===== src/rtl/calc1_port_driver.sv =====
// calc1_port_driver: serialises one operation onto a calc1 port and returns its result.
// Optional WAIT timeout enabled by defining CALC1_DRV_TIMEOUT_EN.
module calc1_port_driver #(
    parameter int TIMEOUT_CYCLES = 64,
    parameter int CNT_W          = 7
) (
    input  logic        c_clk,
    input  logic        reset,
    input  logic        op_valid,
    output logic        op_ready,
    input  logic [0:3]  op_cmd,
    input  logic [0:31] op_data1,
    input  logic [0:31] op_data2,
    output logic [0:3]  req_cmd_out,
    output logic [0:31] req_data_out,
    input  logic [0:1]  out_resp_in,
    input  logic [0:31] out_data_in,
    output logic        res_valid,
    input  logic        res_ready,
    output logic [0:1]  res_resp,
    output logic [0:31] res_data,
    output logic        busy,
    output logic        stray_resp
);

    localparam logic [2:0] S_IDLE  = 3'd0;
    localparam logic [2:0] S_CMD   = 3'd1;
    localparam logic [2:0] S_OPND2 = 3'd2;
    localparam logic [2:0] S_WAIT  = 3'd3;
    localparam logic [2:0] S_HOLD  = 3'd4;

    if (2 ** CNT_W <= TIMEOUT_CYCLES) begin : g_bad_cnt_w
        $error("CNT_W too narrow for TIMEOUT_CYCLES");
    end

    logic [2:0]  state_q, state_d;
    logic [0:3]  cmd_q, cmd_d;
    logic [0:31] d1_q, d1_d;
    logic [0:31] d2_q, d2_d;
    logic [0:1]  resp_q, resp_d;
    logic [0:31] rdata_q, rdata_d;
    logic        stray_q, stray_d;
    logic        resp_seen;

`ifdef CALC1_DRV_TIMEOUT_EN
    logic [CNT_W-1:0] cnt_q, cnt_d;
`endif

    assign resp_seen = (out_resp_in != 2'd0);

    always_comb begin
        state_d = state_q;
        cmd_d   = cmd_q;
        d1_d    = d1_q;
        d2_d    = d2_q;
        resp_d  = resp_q;
        rdata_d = rdata_q;
        stray_d = stray_q;
`ifdef CALC1_DRV_TIMEOUT_EN
        cnt_d   = cnt_q;
`endif
        case (state_q)
            S_IDLE: begin
                stray_d = stray_q | resp_seen;
                // A zero command is consumed without touching the bus
                if (op_valid && op_cmd != 4'd0) begin
                    cmd_d   = op_cmd;
                    d1_d    = op_data1;
                    d2_d    = op_data2;
                    state_d = S_CMD;
                end
            end
            S_CMD: begin
                stray_d = stray_q | resp_seen;
                state_d = S_OPND2;
            end
            S_OPND2: begin
`ifdef CALC1_DRV_TIMEOUT_EN
                cnt_d = '0;
`endif
                if (resp_seen) begin
                    resp_d  = out_resp_in;
                    rdata_d = out_data_in;
                    state_d = S_HOLD;
                end else begin
                    state_d = S_WAIT;
                end
            end
            S_WAIT: begin
                if (resp_seen) begin
                    resp_d  = out_resp_in;
                    rdata_d = out_data_in;
                    state_d = S_HOLD;
`ifdef CALC1_DRV_TIMEOUT_EN
                end else if (cnt_q == CNT_W'(TIMEOUT_CYCLES - 1)) begin
                    resp_d  = 2'd3;
                    rdata_d = '0;
                    state_d = S_HOLD;
                end else begin
                    cnt_d = cnt_q + 1'b1;
`endif
                end
            end
            S_HOLD: begin
                stray_d = stray_q | resp_seen;
                if (res_ready) begin
                    state_d = S_IDLE;
                end
            end
            default: begin
                state_d = S_IDLE;
            end
        endcase
    end

    always_ff @(posedge c_clk or posedge reset) begin
        if (reset) begin
            state_q <= S_IDLE;
            cmd_q   <= '0;
            d1_q    <= '0;
            d2_q    <= '0;
            resp_q  <= '0;
            rdata_q <= '0;
            stray_q <= 1'b0;
`ifdef CALC1_DRV_TIMEOUT_EN
            cnt_q   <= '0;
`endif
        end else begin
            state_q <= state_d;
            cmd_q   <= cmd_d;
            d1_q    <= d1_d;
            d2_q    <= d2_d;
            resp_q  <= resp_d;
            rdata_q <= rdata_d;
            stray_q <= stray_d;
`ifdef CALC1_DRV_TIMEOUT_EN
            cnt_q   <= cnt_d;
`endif
        end
    end

    always_comb begin
        req_cmd_out  = '0;
        req_data_out = '0;
        if (state_q == S_CMD) begin
            req_cmd_out  = cmd_q;
            req_data_out = d1_q;
        end else if (state_q == S_OPND2) begin
            req_data_out = d2_q;
        end
    end

    assign op_ready   = (state_q == S_IDLE);
    assign busy       = (state_q != S_IDLE);
    assign res_valid  = (state_q == S_HOLD);
    assign res_resp   = resp_q;
    assign res_data   = rdata_q;
    assign stray_resp = stray_q;

endmodule

===== config.mk =====
export PLATFORM = sky130hd
export DESIGN_NAME = calc1_port_driver
export DESIGN_NICKNAME = d
export VERILOG_FILES = /design/src/rtl/calc1_port_driver.sv
export SDC_FILE = /design/constraint.sdc
export NUM_CORES = 1
export LEC_CHECK = 0
export BUFFER_PORTS_ARGS = -buffer_cell sky130_fd_sc_hd__buf_4
export CAP_MARGIN = 20
export CORE_MARGIN = 4
export CORE_UTILIZATION = 52
export DETAILED_ROUTE_END_ITERATION = 12
export HOLD_SLACK_MARGIN = 0.02
export PLACE_DENSITY = 0.91
export SYNTH_ARGS = -nofsm -noshare
export SYNTH_HDL_FRONTEND = slang
export SYNTH_SLANG_ARGS = --single-unit
export TNS_END_PERCENT = 100

===== constraint.sdc =====
create_clock -name c_clk -period 8.75 [get_ports c_clk]
set_input_delay 0.4375 -clock c_clk [delete_from_list [all_inputs] [get_ports c_clk]]
set_output_delay 0.4375 -clock c_clk [all_outputs]
set_load 0.1 [all_outputs]

==> results of run 1 <==
[Yosys cell counts, types with 2 or more instances]
library cell	number	area share, %
dfrtp_1	106	61
mux2_2	73	19
a22o_1	34	6.9
mux2_1	27	7.0
clkbuf_1	6	0.52
nor2_1	5	0.43
and2_1	4	0.58
buf_2	4	0.46
buf_4	4	0.69
nand2_1	4	0.35
buf_6	3	0.78
inv_1	3	0.26
a21oi_1	2	0.23
nand2b_1	2	0.29
[worst min path at each step]
| stage | endpoint | slack (ns) | cells after the start |
|---|---|---|---|
| detailed placement | d2_q[16] | 0.48 | 1 |
| floorplan | d1_q[2] | 0.46 | 1 |
| global route | res_data[24] | 0.20 | 2 |
| finish | res_data[4] | 0.16 | 2 |
| CTS | res_data[24] | 0.19 | 2 |
| global placement | d2_q[17] | 0.47 | 1 |
[kinds of logic after synthesis]
group           Yosys count
compound gates           39
buf+inv                  20
flops                   106
mux                     100
simple gates             20
[stage by stage]
| step | cells | util (%) | setup slack [ns] | hold slack, ns |
|---|---|---|---|---|
| 2_1_floorplan | 285 | - | 5.52 | 0.459 |
| 3_3_place_gp | 557 | 70.5 | 6.37 | 0.469 |
| 3_5_place_dp | 557 | 70.5 | 6.24 | 0.476 |
| 4_1_cts | 573 | 72.7 | 5.84 | 0.185 |
| 5_1_grt | 573 | 72.7 | 5.72 | 0.202 |
| 6_report | 573 | 72.7 | 5.86 | 0.164 |
[flip-flops by register name (all words and copies together), names as in the netlist]
name / cells
res_data: 32
res_resp: 2
stray_resp: 1
d2_q: 32
state_q: 3
cmd_q: 4
d1_q: 32
[cell type report]
type | count | area share, %
Clock buffer | 9 | 2.09
Tap cell | 105 | 2.21
Timing Repair Buffer | 184 | 23.3
Clock inverter | 7 | 0.885
Sequential cell | 106 | 44.7
Multi-Input combinational cell | 159 | 26.7
Inverter | 3 | 0.232
[metal layers]
layer	track usage [%]	share of wire, %	routed length [µm]
met5	0	0	0
met3	9.19	10	1070
met1	24.0	37	3760
met2	36.8	52	5320
met4	6.62	1.1	109
[cells in the final DEF (no fill, tap or decap)]
master        n
clkinv_2      2
nor2_4        1
dfrtp_1     106
nor2_1        2
mux2_2       73
nand2_1       4
buf_4       184
clkinvlp_4    1
inv_6         3
nor2_2        3
inv_1         2
nand2b_1      2
or2_2         1
and2_1        4
inv_4         1
mux2_1       27
or3_4         1
clkinv_4      1
o22ai_1       1
or3_1         1
clkbuf_8      9
o41ai_2       1
nor2b_1       1
a211oi_1      1
a22o_1       34
a21oi_1       2
[worst reg2reg max path: stages, from the launching register on]
cell	delay [ns]
dfrtp_1	0.46
or3_4	0.43
nor2_4	0.24
buf_4	0.67
mux2_2	0.45
==> out/qor.yml, run 1 <==
fin_crit_ns: 2.89
setup_violations: 0
placed_cell_area_um2: 5760
cp_num_buf_inv: 2
async_reset_ff_share_pct: 100
core_area_um2: 8180
yosys_register_bits: 106
cts_root_buf: "clkbuf_8"
relSlewSlack_pct: 48.6
slew_viol_final: 0
synthFlopType: "dfrtp_1"
synth-adder-area-share_pct: 0
avgRoutedWirePerCell_um: 17.9
num_rows: 33
post-route-period-util_pct: 33.0
syn-num-nets: 391
numPortBuffers: 179
yosys-mux-area-fraction_pct: 25.9
reg2reg_depth: 4
die_x_um: 99.4
final_nets: 569
drtIter0Drc: 55
cts_sinks: 106
nFillCells: 537
cts_buffers: 9
rsz0062_at_grt: "false"
start_util_pct: 53.2
final_cell_area_um2: 5940
run_status: "completed"
grt-ovfl-total: 0
path_delay_family: "simple AND/OR/NAND/NOR gates"
critPathMaxStageDelay_ns: 0.55
cap_violations: 0
synthToLayoutAreaGrowth_pct: 36.6
worstReg2RegStart: "state_q[1]"
cts_buffer_depth: 2
viasPerCell: 5.32
syn_area_per_cell_um2: 15.3
synth_compound_area_share_pct: 7.77
critical_path.reg2reg.endpoint: "d2_q[1]"
startpoint: "state_q[2]"
grt_pass1_vias: 3390
h-tree-depth: 3
synth_top_family_by_area: "multiplexers"
post_cts_resized: 0
die_h_um: 99.4
slowest_stage: "nor2_2"
hold_class: "input port to async pin"
endpoint: "req_data_out[6]"
ios: 180
path_common_cell: "buf_4"
grt_max_degree: 63
grt_pass1_wl_um: 16500
grtUsageTotal_pct: 21.3
synth_seq_area_share_pct: 61.0
gp_congestion: 0.747
die_area_um2: 9890
routed_wl_um: 10300
vias: 3048
tns_ns: 0
antenna_found_initial: 0
multi_input_area_um2: 1580
first_pass_iters: 4
post-route-drc-count: 0
rrSetupSlack_ns: 6.40
synth.distinct_cells: 22
worst_pin_slew_ns: 0.772
antennaDiodeCount: 0
drive_gt1_share_pct: 60.0
max_freq_mhz: 346
crit_required_ns: 8.31
holdBufCountCts: 0
ant_nets: 0
critPathCaptureType: "primary output"
cp.arrival_ns: 2.45
layout.area.seq_um2: 2650
fin_skew_ns: 0.0118
cp_cell_sequence: "nand2b_1 > nor2_2 > buf_4 > a22o_1 > buf_4"
finalHoldViolations: 0
synth_simple_gate_area_share_pct: 2.59
synth.cell_area_um2: 4350
dp_hpwl_um: 7750
synth_warnings: 0
cts_setup_buffers: 0
path_max_fanout: 17
synth_edf_count: 0
path_clk_slew_ns: 0.11
worst-path-stages: 5
synth_xor_area_share_pct: 0
clk_latency_ns: 0.37
syn_inst: 285
startpoint_type: "flip-flop"
critPathKind: "flip-flop to primary output"
cts_tree: "built"
Power of run 1 is not shown: default switching activity piles up to over one toggle a cycle in this logic, so the estimate is an artifact.
==> run 2: changes to the inputs <==
Settings changed: ABC_AREA set to 1, CORE_UTILIZATION 52 to 49, PLACE_DENSITY 0.91 to 0.85.
Clock period 8.75 ns to 2.8 ns, I/O delays scaled along.
==> run 2 against run 1 <==
Effect of this change:
- synthesized cell count grew 100%
- area after synthesis up 7.3%
- highest routed layer unchanged
- largest cell class unchanged
- cell area up 14%
==> out/qor.yml, run 2 <==
run_status: "completed"
gp_congestion: 0.848
syn_area_per_cell_um2: 8.04
finalHoldViolations: 0
grt_max_degree: 73
grt_pass1_wl_um: 23100
nFillCells: 652
yosys_register_bits: 106
h-tree-depth: 3
startpoint_type: "flip-flop"
viasPerCell: 4.91
async_reset_ff_share_pct: 100
antennaDiodeCount: 0
tns_ns: 0
synthToLayoutAreaGrowth_pct: 45.6
grt-ovfl-total: 0
yosysMostFrequentCell: "nand2_1"
worstReg2RegStart: "state_q[1]"
syn-num-nets: 686
num_rows: 35
synthFlopType: "dfrtp_1"
synth_commonest_cells: "nand2_1 (243), dfrtp_1 (106), inv_1 (77)"
avgRoutedWirePerCell_um: 14.8
worst_pin_slew_ns: 0.675
setup_violations: 0
start_util_pct: 50.5
fin_skew_ns: 0.0135
cts_buffer_depth: 2
post-route-drc-count: 0
synth_seq_area_share_pct: 56.9
cap_violations: 0
startpoint: "state_q[2]"
final_nets: 908
slew_viol_final: 0
first_pass_iters: 5
synth_warnings: 0
die_x_um: 106
ant_nets: 0
post-route-period-util_pct: 83.2
layout_common_cells: "nand2_1 (243), buf_4 (186), dfrtp_1 (106)"
cts_root_buf: "clkbuf_8"
vias: 4596
die_h_um: 106
critPathKind: "flip-flop to primary output"
core_area_um2: 9240
cp.arrival_ns: 2.19
synth_largest_area_cell: "dfrtp_1"
synth.cell_area_um2: 4660
post_cts_resized: 0
fin_crit_ns: 2.33
grt_pass1_vias: 4820
drtIter0Drc: 247
clk_latency_ns: 0.36
syn_inst: 580
antenna_found_initial: 0
cts_sinks: 106
max_freq_mhz: 429
rsz0062_at_grt: "false"
cts_tree: "built"
hold_class: "input port to flip-flop"
drive_gt1_share_pct: 26.4
critPathCaptureType: "primary output"
path_clk_slew_ns: 0.10
die_area_um2: 11100
grtUsageTotal_pct: 25.5
rrSetupSlack_ns: 0.89
crit_required_ns: 2.66
numPortBuffers: 179
cts_buffers: 9
dp_hpwl_um: 8590
synth_top_area_share_pct: 56.9
relSlewSlack_pct: 55.0
netlist_top_cells_area: "dfrtp_1 (57%), nand2_1 (20%), inv_1 (6.2%), o21ai_1 (4.3%), nand3_1 (4.0%)"
holdCritStartpoint: "op_data2[7]"
routed_wl_um: 13800
final_common_cell: "nand2_1"
ios: 180
path_max_fanout: 28
synth.distinct_cells: 18
synth_edf_count: 0
run 2: changes by cell type after synthesis, sizes merged, moves of 2 or more:
| cell | change |
|---|---|
| nor3 | +2 |
| inv | +78 |
| mux2 | -100 |
| nand2b | -2 |
| nor2 | +5 |
| nand2 | +240 |
| buf | +15 |
| a22o | -34 |
| a21oi | -2 |
| or3 | -2 |
| o21ai | +68 |
| and2 | -4 |
| clkbuf | -3 |
| nand3 | +38 |
run 2: cells by family after synthesis:
logic type,Yosys count,synth area share (%)
flip-flops,106,56.9
AO/OA/AOI/OAI,69,7.46
AND/OR/NAND/NOR,295,25.5
buffers and inverters,110,10.2
run 2: metrics by stage:
step	cells	util [%]	setup slack [ns]	hold slack, ns	area [µm²]
floorplan	580	-	0.116	0.257	4670
global placement	867	65.7	0.965	0.0327	6070
detailed placement	867	65.7	0.864	0.0377	6070
CTS	935	73.4	0.463	0.0202	6780
global route	936	73.5	0.310	0.0206	6790
finish	936	73.5	0.471	0.0263	6790
run 2: worst paths after layout:
| path | to | cells after the start |
|---|---|---|
| worst max register to register | d1_q[11] | 7 |
| worst min-delay path | d2_q[7] | 3 |
| max in group asynchronous | res_data[6] | 4 |
| min in group asynchronous | d1_q[29] | 3 |
| worst max-delay path | req_data_out[17] | 7 |
| worst min register to register | res_data[18] | 2 |
run 2: layout make-up:
type / count / area, µm² / area share (%)
sequential: 106 / 2650 / 39.0
timing repair buffer: 240 / 1950 / 28.7
multi-input combinational: 364 / 1540 / 22.6
inverter: 81 / 308 / 4.53
tap: 129 / 161 / 2.38
clock buffer: 10 / 138 / 2.03
clock inverter: 6 / 50.0 / 0.737
run 2: repair_timing:
action,4_1_cts,5_1_grt
hold buffers,52,1
hold endpoints to repair,54,1
setup buffers,0,0
run 2: metal layers:
metal  vias to the layer above  wire length, µm  global-route usage [%]
met5                         -                0                       0
met1                      2160             5410                    31.3
li1                       2201                -                       -
met4                         0              417                    9.16
met3                        33             1020                    6.37
met2                       202             6980                    43.7
run 2: worst max-delay path: stages (launching register included):
cell and delay, ns:
dfrtp_1 0.48, inv_2 0.12, nand3_1 0.19, inv_1 0.22, buf_4 0.34, nand2_1 0.10
nand2_1 0.08, buf_4 0.29
Power of run 2 is left out for the same reason.
==> run 3: changes to the inputs <==
Clock period 2.8 ns to 2.35 ns, I/O delays scaled along.
==> run 3 against run 2 <==
Effect of this change:
- register-to-register slack lost 0.36 ns
- sequential cell count is the same
- count of clock-buffer cells in the layout shrank 1
- cell count grew 3.7%
- core utilization grew 4.3 points
==> out/qor.yml, run 3 (same netlist as run 2, synthesis figures left out) <==
first_pass_iters: 4
numPortBuffers: 179
grt_max_degree: 61
relSlewSlack_pct: 50.4
final_common_cell: "nand2_1"
multi_input_area_um2: 1540
cp.arrival_ns: 1.96
startpoint_type: "flip-flop"
post_cts_resized: 0
critPathCaptureType: "primary output"
critPathMaxStageDelay_ns: 0.47
num_rows: 35
fin_skew_ns: 0.0168
layout.area.seq_um2: 2650
run_status: "completed"
hold_class: "input port to flip-flop"
critical_path.reg2reg.endpoint: "d2_q[10]"
cts_sinks: 106
fin_crit_ns: 2.08
worst-path-stages: 7
rrSetupSlack_ns: 0.53
dp_hpwl_um: 8940
clk_latency_ns: 0.36
fin_util_pct: 77.8
setup_violations: 0
gp_congestion: 0.860
drtIter0Drc: 236
grtUsageTotal_pct: 27.6
viasPerCell: 4.94
min_path_cells: 3
die_h_um: 106
ant_nets: 0
nFillCells: 586
post-route-drc-count: 0
finalHoldViolations: 0
routed_wl_um: 14900
slew_viol_final: 0
rsz0062_at_grt: "false"
post-route-period-util_pct: 88.3
grt-ovfl-total: 0
endpoint: "req_data_out[7]"
cp_cell_sequence: "inv_2 > nand3_1 > inv_1 > buf_4 > nand2_1 > nand2_1 > buf_4"
crit_required_ns: 2.23
avgRoutedWirePerCell_um: 15.4
worst_pin_slew_ns: 0.742
max_freq_mhz: 482
core_area_um2: 9240
path_max_fanout: 19
reg2reg_depth: 7
start_util_pct: 50.5
cts_setup_buffers: 0
critPathKind: "flip-flop to primary output"
antenna_found_initial: 1
cap_violations: 0
vias: 4796
h-tree-depth: 3
die_x_um: 106
synthToLayoutAreaGrowth_pct: 54.1
ios: 180
cp_num_buf_inv: 4
drive_gt1_share_pct: 25.8
cts_buffers: 9
cts_tree: "built"
path_delay_family: "buffers and inverters"
path_clk_slew_ns: 0.10
final_nets: 941
layout_common_cells: "nand2_1 (243), buf_4 (187), dfrtp_1 (106)"
startpoint: "state_q[2]"
tns_ns: 0
worstReg2RegStart: "state_q[0]"
die_area_um2: 11100
cts_buffer_depth: 2
grt_pass1_wl_um: 24600
slowest_stage: "dfrtp_1"
grt_pass1_vias: 5143
cts_root_buf: "clkbuf_8"
[run 3: cell types whose count changed in the layout (fill, tap and decap cells not counted)]
| cell | before | now |
|---|---|---|
| nor3_2 | 0 | 1 |
| inv_6 | 1 | 2 |
| dlygate4sd3_1 | 53 | 83 |
| buf_12 | 1 | 3 |
| inv_8 | 1 | 0 |
| bufinv_16 | 0 | 2 |
| buf_4 | 186 | 187 |
| clkinv_4 | 2 | 1 |
| nor3_1 | 1 | 0 |
| diode_2 | 0 | 2 |
| clkbuf_8 | 10 | 9 |
[run 3: routing by layer]
layer / GRT usage (%) / up-vias / wire length (µm)
li1: - / 2274 / -
met1: 31.6 / 2237 / 5530
met2: 47.7 / 221 / 7790
met3: 5.45 / 64 / 862
met4: 16.4 / 0 / 752
met5: 0 / - / 0
[run 3: worst min path at each step]
stage                              end             from  slack [ns]
final                         cmd_q[0]        op_cmd[0]        0.03
after global routing           d1_q[6]      op_data1[6]        0.02
after CTS                     cmd_q[0]        op_cmd[0]        0.02
after detailed placement      d2_q[23]            reset        0.27
after global placement        d2_q[25]            reset        0.27
after floorplan           res_data[10]  out_data_in[10]        0.23
[run 3: area by class of cell]
| class | instances | share of cell area (%) |
|---|---|---|
| clock buffer | 9 | 1.72 |
| clock inverter | 7 | 1.38 |
| antenna | 2 | 0.0697 |
| multi-input combinational | 364 | 21.5 |
| inverter | 81 | 4.28 |
| tap | 129 | 2.25 |
| sequential | 106 | 36.9 |
| timing repair buffer | 273 | 31.9 |
[run 3: worst reg2reg max path, cell delays in order (launching register included)]
cell and delay [ns]:
dfrtp_1 0.44, nor2_2 0.18, nand2_2 0.11, inv_2 0.11, nand3_4 0.31, buf_4 0.37
nand2_1 0.10, o21ai_1 0.08
[run 3: repair_timing]
item                                    4_1_cts  5_1_grt
endpoints found under the hold margin       110        2
hold buffers                                 81        2
endpoints found under the setup margin        0        0
[run 3: through the flow]
| stage | setup WS [ns] | area [µm²] | cells | hold WS, ns |
|---|---|---|---|---|
| after floorplan | 0.198 | 4670 | 580 | 0.234 |
| after global placement | 0.640 | 6130 | 870 | 0.270 |
| after detailed placement | 0.593 | 6130 | 870 | 0.272 |
| after CTS | 0.274 | 7160 | 967 | 0.0201 |
| after global routing | 0.0819 | 7180 | 970 | 0.0239 |
| final | 0.275 | 7190 | 971 | 0.0287 |
Power of run 3 is left out for the same reason.
